[src/rtl/key_debounce_repeat.sv]
// key_debounce_repeat
// Conditions one raw active-low push button. The button is synchronized, debounced and
// edge-detected. The block emits a one-cycle press strobe on an accepted press, more press
// strobes while the key is held (auto-repeat), and a one-cycle strobe on an accepted release.
// All outputs are registered and follow the next state of the FSM, so they change on the
// same edge as the state transition.

module key_debounce_repeat #(
  parameter int SYNC_STAGES     = 2,
  parameter int DEBOUNCE_CYCLES = 1_000_000,
  parameter int REPEAT_DELAY    = 25_000_000,
  parameter int REPEAT_PERIOD   = 5_000_000,
  parameter int CNT_W           = 25
) (
  input  logic clk,
  input  logic reset,
  input  logic key_n,
  input  logic repeat_en,
  output logic key_level,
  output logic press_pulse,
  output logic release_pulse,
  output logic repeat_active
);

  typedef enum logic [2:0] {
    IDLE         = 3'd0,
    PRESS_WAIT   = 3'd1,
    HELD         = 3'd2,
    REPEAT       = 3'd3,
    RELEASE_WAIT = 3'd4
  } state_t;

  // Terminal counts are stored as "value - 1" because the timer starts at 0 on entry.
  localparam logic [CNT_W-1:0] DEB_LAST   = CNT_W'(DEBOUNCE_CYCLES - 1);
  localparam logic [CNT_W-1:0] DELAY_LAST = CNT_W'(REPEAT_DELAY - 1);
  localparam logic [CNT_W-1:0] PER_LAST   = CNT_W'(REPEAT_PERIOD - 1);
  localparam logic [CNT_W-1:0] TMR_MAX    = {CNT_W{1'b1}};
  localparam logic [CNT_W-1:0] TMR_ZERO   = {CNT_W{1'b0}};
  localparam logic [CNT_W-1:0] TMR_ONE    = {{(CNT_W-1){1'b0}}, 1'b1};

  logic [SYNC_STAGES-1:0] sync_r;
  logic                   key_s;
  state_t                 state_r;
  state_t                 state_nx;
  logic [CNT_W-1:0]       timer_r;
  logic [CNT_W-1:0]       timer_nx;
  logic                   press_nx;
  logic                   release_nx;
  logic                   tmr_clr_s;
  logic                   key_level_nx;
  logic                   repeat_active_nx;

  // Synchronizer chain; reset loads the released level so that reset itself never looks like a key event.
  always_ff @(posedge clk) begin
    if (reset) begin
      sync_r <= {SYNC_STAGES{1'b1}};
    end else begin
      sync_r <= {sync_r[SYNC_STAGES-2:0], key_n};
    end
  end

  assign key_s = sync_r[SYNC_STAGES-1];

  // State and timer registers.
  always_ff @(posedge clk) begin
    if (reset) begin
      state_r <= IDLE;
      timer_r <= TMR_ZERO;
    end else begin
      state_r <= state_nx;
      timer_r <= timer_nx;
    end
  end

  // Next-state logic; a key_s change is checked before any terminal count so bounces always win.
  always_comb begin
    state_nx   = state_r;
    press_nx   = 1'b0;
    release_nx = 1'b0;
    tmr_clr_s  = 1'b0;
    case (state_r)
      IDLE: begin
        if (!key_s) begin
          state_nx = PRESS_WAIT;
        end else begin
          state_nx = IDLE;
        end
      end
      PRESS_WAIT: begin
        if (key_s) begin
          state_nx = IDLE;
        end else if (timer_r == DEB_LAST) begin
          state_nx = HELD;
          press_nx = 1'b1;
        end else begin
          state_nx = PRESS_WAIT;
        end
      end
      HELD: begin
        if (key_s) begin
          state_nx = RELEASE_WAIT;
        end else if (!repeat_en) begin
          tmr_clr_s = 1'b1;          // repeat delay does not run while repeat is disabled
        end else if (timer_r == DELAY_LAST) begin
          state_nx = REPEAT;
          press_nx = 1'b1;
        end else begin
          state_nx = HELD;
        end
      end
      REPEAT: begin
        if (key_s) begin
          state_nx = RELEASE_WAIT;
        end else if (!repeat_en) begin
          state_nx = HELD;
        end else if (timer_r == PER_LAST) begin
          press_nx  = 1'b1;
          tmr_clr_s = 1'b1;
        end else begin
          state_nx = REPEAT;
        end
      end
      RELEASE_WAIT: begin
        if (!key_s) begin
          state_nx = HELD;           // glitch: back to held, repeat delay restarts
        end else if (timer_r == DEB_LAST) begin
          state_nx   = IDLE;
          release_nx = 1'b1;
        end else begin
          state_nx = RELEASE_WAIT;
        end
      end
      default: begin
        state_nx = IDLE;
      end
    endcase
  end

  // Timer: cleared on every state change or explicit clear, otherwise counts up and saturates.
  always_comb begin
    timer_nx = timer_r;
    if ((state_nx != state_r) || tmr_clr_s) begin
      timer_nx = TMR_ZERO;
    end else if (timer_r != TMR_MAX) begin
      timer_nx = timer_r + TMR_ONE;
    end else begin
      timer_nx = timer_r;
    end
  end

  // Level outputs are decoded from the next state so they line up with the strobes.
  always_comb begin
    key_level_nx     = 1'b0;
    repeat_active_nx = 1'b0;
    case (state_nx)
      HELD:         key_level_nx = 1'b1;
      REPEAT: begin
        key_level_nx     = 1'b1;
        repeat_active_nx = 1'b1;
      end
      RELEASE_WAIT: key_level_nx = 1'b1;
      default: begin
        key_level_nx     = 1'b0;
        repeat_active_nx = 1'b0;
      end
    endcase
  end

  // Output registers; reset clears every output without producing a release strobe.
  always_ff @(posedge clk) begin
    if (reset) begin
      key_level     <= 1'b0;
      press_pulse   <= 1'b0;
      release_pulse <= 1'b0;
      repeat_active <= 1'b0;
    end else begin
      key_level     <= key_level_nx;
      press_pulse   <= press_nx;
      release_pulse <= release_nx;
      repeat_active <= repeat_active_nx;
    end
  end

endmodule

[config.mk]
export PLATFORM = sky130hd
export DESIGN_NAME = key_debounce_repeat
export DESIGN_NICKNAME = d
export VERILOG_FILES = /design/src/rtl/key_debounce_repeat.sv
export SDC_FILE = /design/constraint.sdc
export NUM_CORES = 1
export LEC_CHECK = 0
export CAP_MARGIN = 25
export CORE_UTILIZATION = 30
export CTS_CLUSTER_DIAMETER = 40
export DETAILED_ROUTE_END_ITERATION = 6
export DONT_BUFFER_PORTS = 1
export PLACE_DENSITY = 0.49
export SETUP_SLACK_MARGIN = 0.02
export SLEW_MARGIN = 30
export SYNTH_ARGS = -nofsm -noshare
export SYNTH_HDL_FRONTEND = slang
export SYNTH_SLANG_ARGS = --single-unit
export TNS_END_PERCENT = 5
[constraint.sdc]
create_clock -name clk -period 5.2 [get_ports clk]
set_input_delay 1.3 -clock clk [delete_from_list [all_inputs] [get_ports clk]]
set_output_delay 1.3 -clock clk [all_outputs]
set_load 0.01 [all_outputs]
==> out/results.ini <==
[drt]
antenna_left = 0
wirelength_mm = 4.66
num_vias = 1622
dr.pass1.iters = 4
drc = 0
wl_per_cell_um = 15.8
viasPerCell = 5.48
dr.first_iter.drc_count = 109

[synthesis]
syn-num-nets = 232
async_reset_ff_share_pct = 0
synth_warnings = 0
synth-edff-count = 0
seq_area_frac_synth_pct = 35.1
synth_largest_area_cell = dfxtp_1
yosys-top-cells-area = dfxtp_1, nor3_1, xnor2_1, xor2_1, nor4_1
ys_seq_elements = 34
ys.flop_type = dfxtp_1
syn_inst = 227
synth_cell_types = 47
synth.top_cells.by_count = dfxtp_1, nor3_1, nand2_1
synth_top_area_share_pct = 35.1
synth_area_per_cell_um2 = 8.54
synth.most_common_cell = dfxtp_1
synth_area_um2 = 1940

[critical_path]
cp.required_ns = 5.35
cp-end-kind = flip-flop
crit_type = input port to flip-flop
regToRegSetupSlack_ns = 2.76
cp-start-kind = input port
critPathMaxFanout = 14
crit_arrival_ns = 2.64

[placement]
dp_cells = 289
hpwl_mm = 3.35
port_buffers = 0
routabilityCongestion = 0.834

[sta]
tightest_slew_ns = 0.799
slew_viol_final = 0
setup_viol = 0
rsz0062_at_grt = no
finalHoldViolations = 0
relSlewSlack_pct = 46.3
min_period_ns = 2.49
post-route-period-util_pct = 47.9
fmax_mhz = 402
fin_tns_setup_ns = 0
holdWs_ns = 0.408
skew_ns = 0.00668

[floorplan]
dieHeight_um = 82.4
die_w_um = 82.4
die-area_um2 = 6790
io_pins = 8
fp.coreArea_um2 = 6060
rows = 28
start_util_pct = 32.0

[clocking]
numCtsBuffers = 5
clock_path_buffers = 2
cts_resized = 0
clock-sinks = 34
cts-root-buf = clkbuf_8
cts-hold-fix-buffers = 0
clkLatencyLatePin_ns = 0.28
post_cts_buffers = 0
cts_tree = done
htree_levels = 2
cts.clk_slew.worst_paths_ns = 0.07

[grt]
overflow = 0
grt_start_max_net_pins = 26
antenna_found_initial = 0
grt_pass1_vias = 1470
grt_pass1_wl_mm = 7.60
grt.total_usage_pct = 15.0

[power_and_ir_drop]
finalPower_uw = 467
intPower_uw = 360
clock_power_share_pct = 39.1
switchingPower_uw = 107
p_comb_share_pct = 3.8
netSwitchingFraction_pct = 23.0
seqPwrFrac_pct = 57.1
p_per_area_nw_per_um2 = 228
p_leak_nw = 0.666
peakVddDrop_v = 0.000128

[finish]
drive_gt1_share_pct = 9.50
area_growth_pct = 5.75
final_util_pct = 33.8
diodes = 0
finalNetCount = 226
fin_cells = 296

[worst_hold_path]
hold_path.class = flip-flop to flip-flop

[run]
max-cap-violations = 0

[status]
status = finished clean

[final timing paths]
check / from / to / depth (start not counted)
setup reg to reg: timer_r[3] / timer_r[19] / 6
hold / removal: sync_r[0] / sync_r[1] / 1
setup / recovery: repeat_en / timer_r[19] / 6
hold reg to reg: sync_r[0] / sync_r[1] / 1
[sequential cells by signal (all words and copies together) (netlist names)]
signal,flops
timer_r,25
state_r,3
sync_r,2
key_level,1
press_pulse,1
release_pulse,1
repeat_active,1
[metrics by stage]
stage,instance area (µm²),setup slack [ns]
after floorplan,1940,2.68
after CTS,2040,2.45
after global placement,1950,2.22
after global routing,2050,2.60
final,2050,2.71
after detailed placement,1970,2.14
[routing by layer]
layer  GRT usage (%)  part of all wire, %  vias to the layer above
met5               0                    0                        -
met2            23.3                   45                       30
met3            3.30                  3.9                        2
met1            20.7                   51                      755
li1                -                    -                      835
met4            4.04                 0.39                        0
[power groups by stage]
stage	registers, mW	clock network [mW]	logic [mW]
after detailed placement	0.272	0	0.0180
after floorplan	0.271	0	0.0170
after CTS	0.266	0.192	0.0180
after global routing	0.267	0.202	0.0197
final	0.267	0.182	0.0177
after global placement	0.272	0	0.0162
[final cells by class]
class / instances / area [µm²]
clock buffers: 5 / 68.8
clock inverters: 2 / 10.0
multi-input cells: 175 / 1170
well taps: 75 / 93.8
inverters: 4 / 15.0
flip-flops and latches: 34 / 681
fillers: 650 / 4010
repair buffers: 1 / 15.0
[cell families (layout without fill, tap and decap cells)]
logic type / count (synthesis) / after routing / synth area share (%)
multiplexers: 2 / 2 / 1.03
AND/OR/NAND/NOR: 123 / 123 / 38.0
flip-flops: 34 / 34 / 35.1
XOR/XNOR: 18 / 18 / 8.13
adder cells (fa/ha/maj): 1 / 1 / 0.645
buffers and inverters: 18 / 12 / 4.97
AO/OA/AOI/OAI: 31 / 31 / 12.1
[layout by cell type, fill, tap and decap left out, types with 2 or more instances in the layout]
| cell type | instances |
|---|---|
| nor3_1 | 27 |
| and3_1 | 10 |
| nand3_1 | 7 |
| clkinv_2 | 2 |
| nor2b_1 | 2 |
| nand2_1 | 14 |
| a221oi_1 | 2 |
| a21oi_1 | 6 |
| nand3b_1 | 3 |
| o21a_1 | 2 |
| a211oi_1 | 4 |
| xnor2_1 | 9 |
| inv_1 | 4 |
| clkbuf_8 | 5 |
| dfxtp_1 | 34 |
| nor3b_1 | 2 |
| xor2_1 | 9 |
| or2_2 | 5 |
| or3_1 | 3 |
| o2111ai_1 | 5 |
| and4_1 | 5 |
| nor4_1 | 12 |
| o21ai_0 | 5 |
| nand4_1 | 6 |
| nor2_1 | 12 |
| mux2i_1 | 2 |
| and2_1 | 3 |
| or4_1 | 2 |
[critical path, stage by stage]
cell and delay, ns:
nand3b_1 0.09, nor2_1 0.15, a41oi_1 0.18, a211oi_4 0.62, buf_8 0.23, nor3_1 0.07
Note: power is estimated with default switching activity, not from simulation.
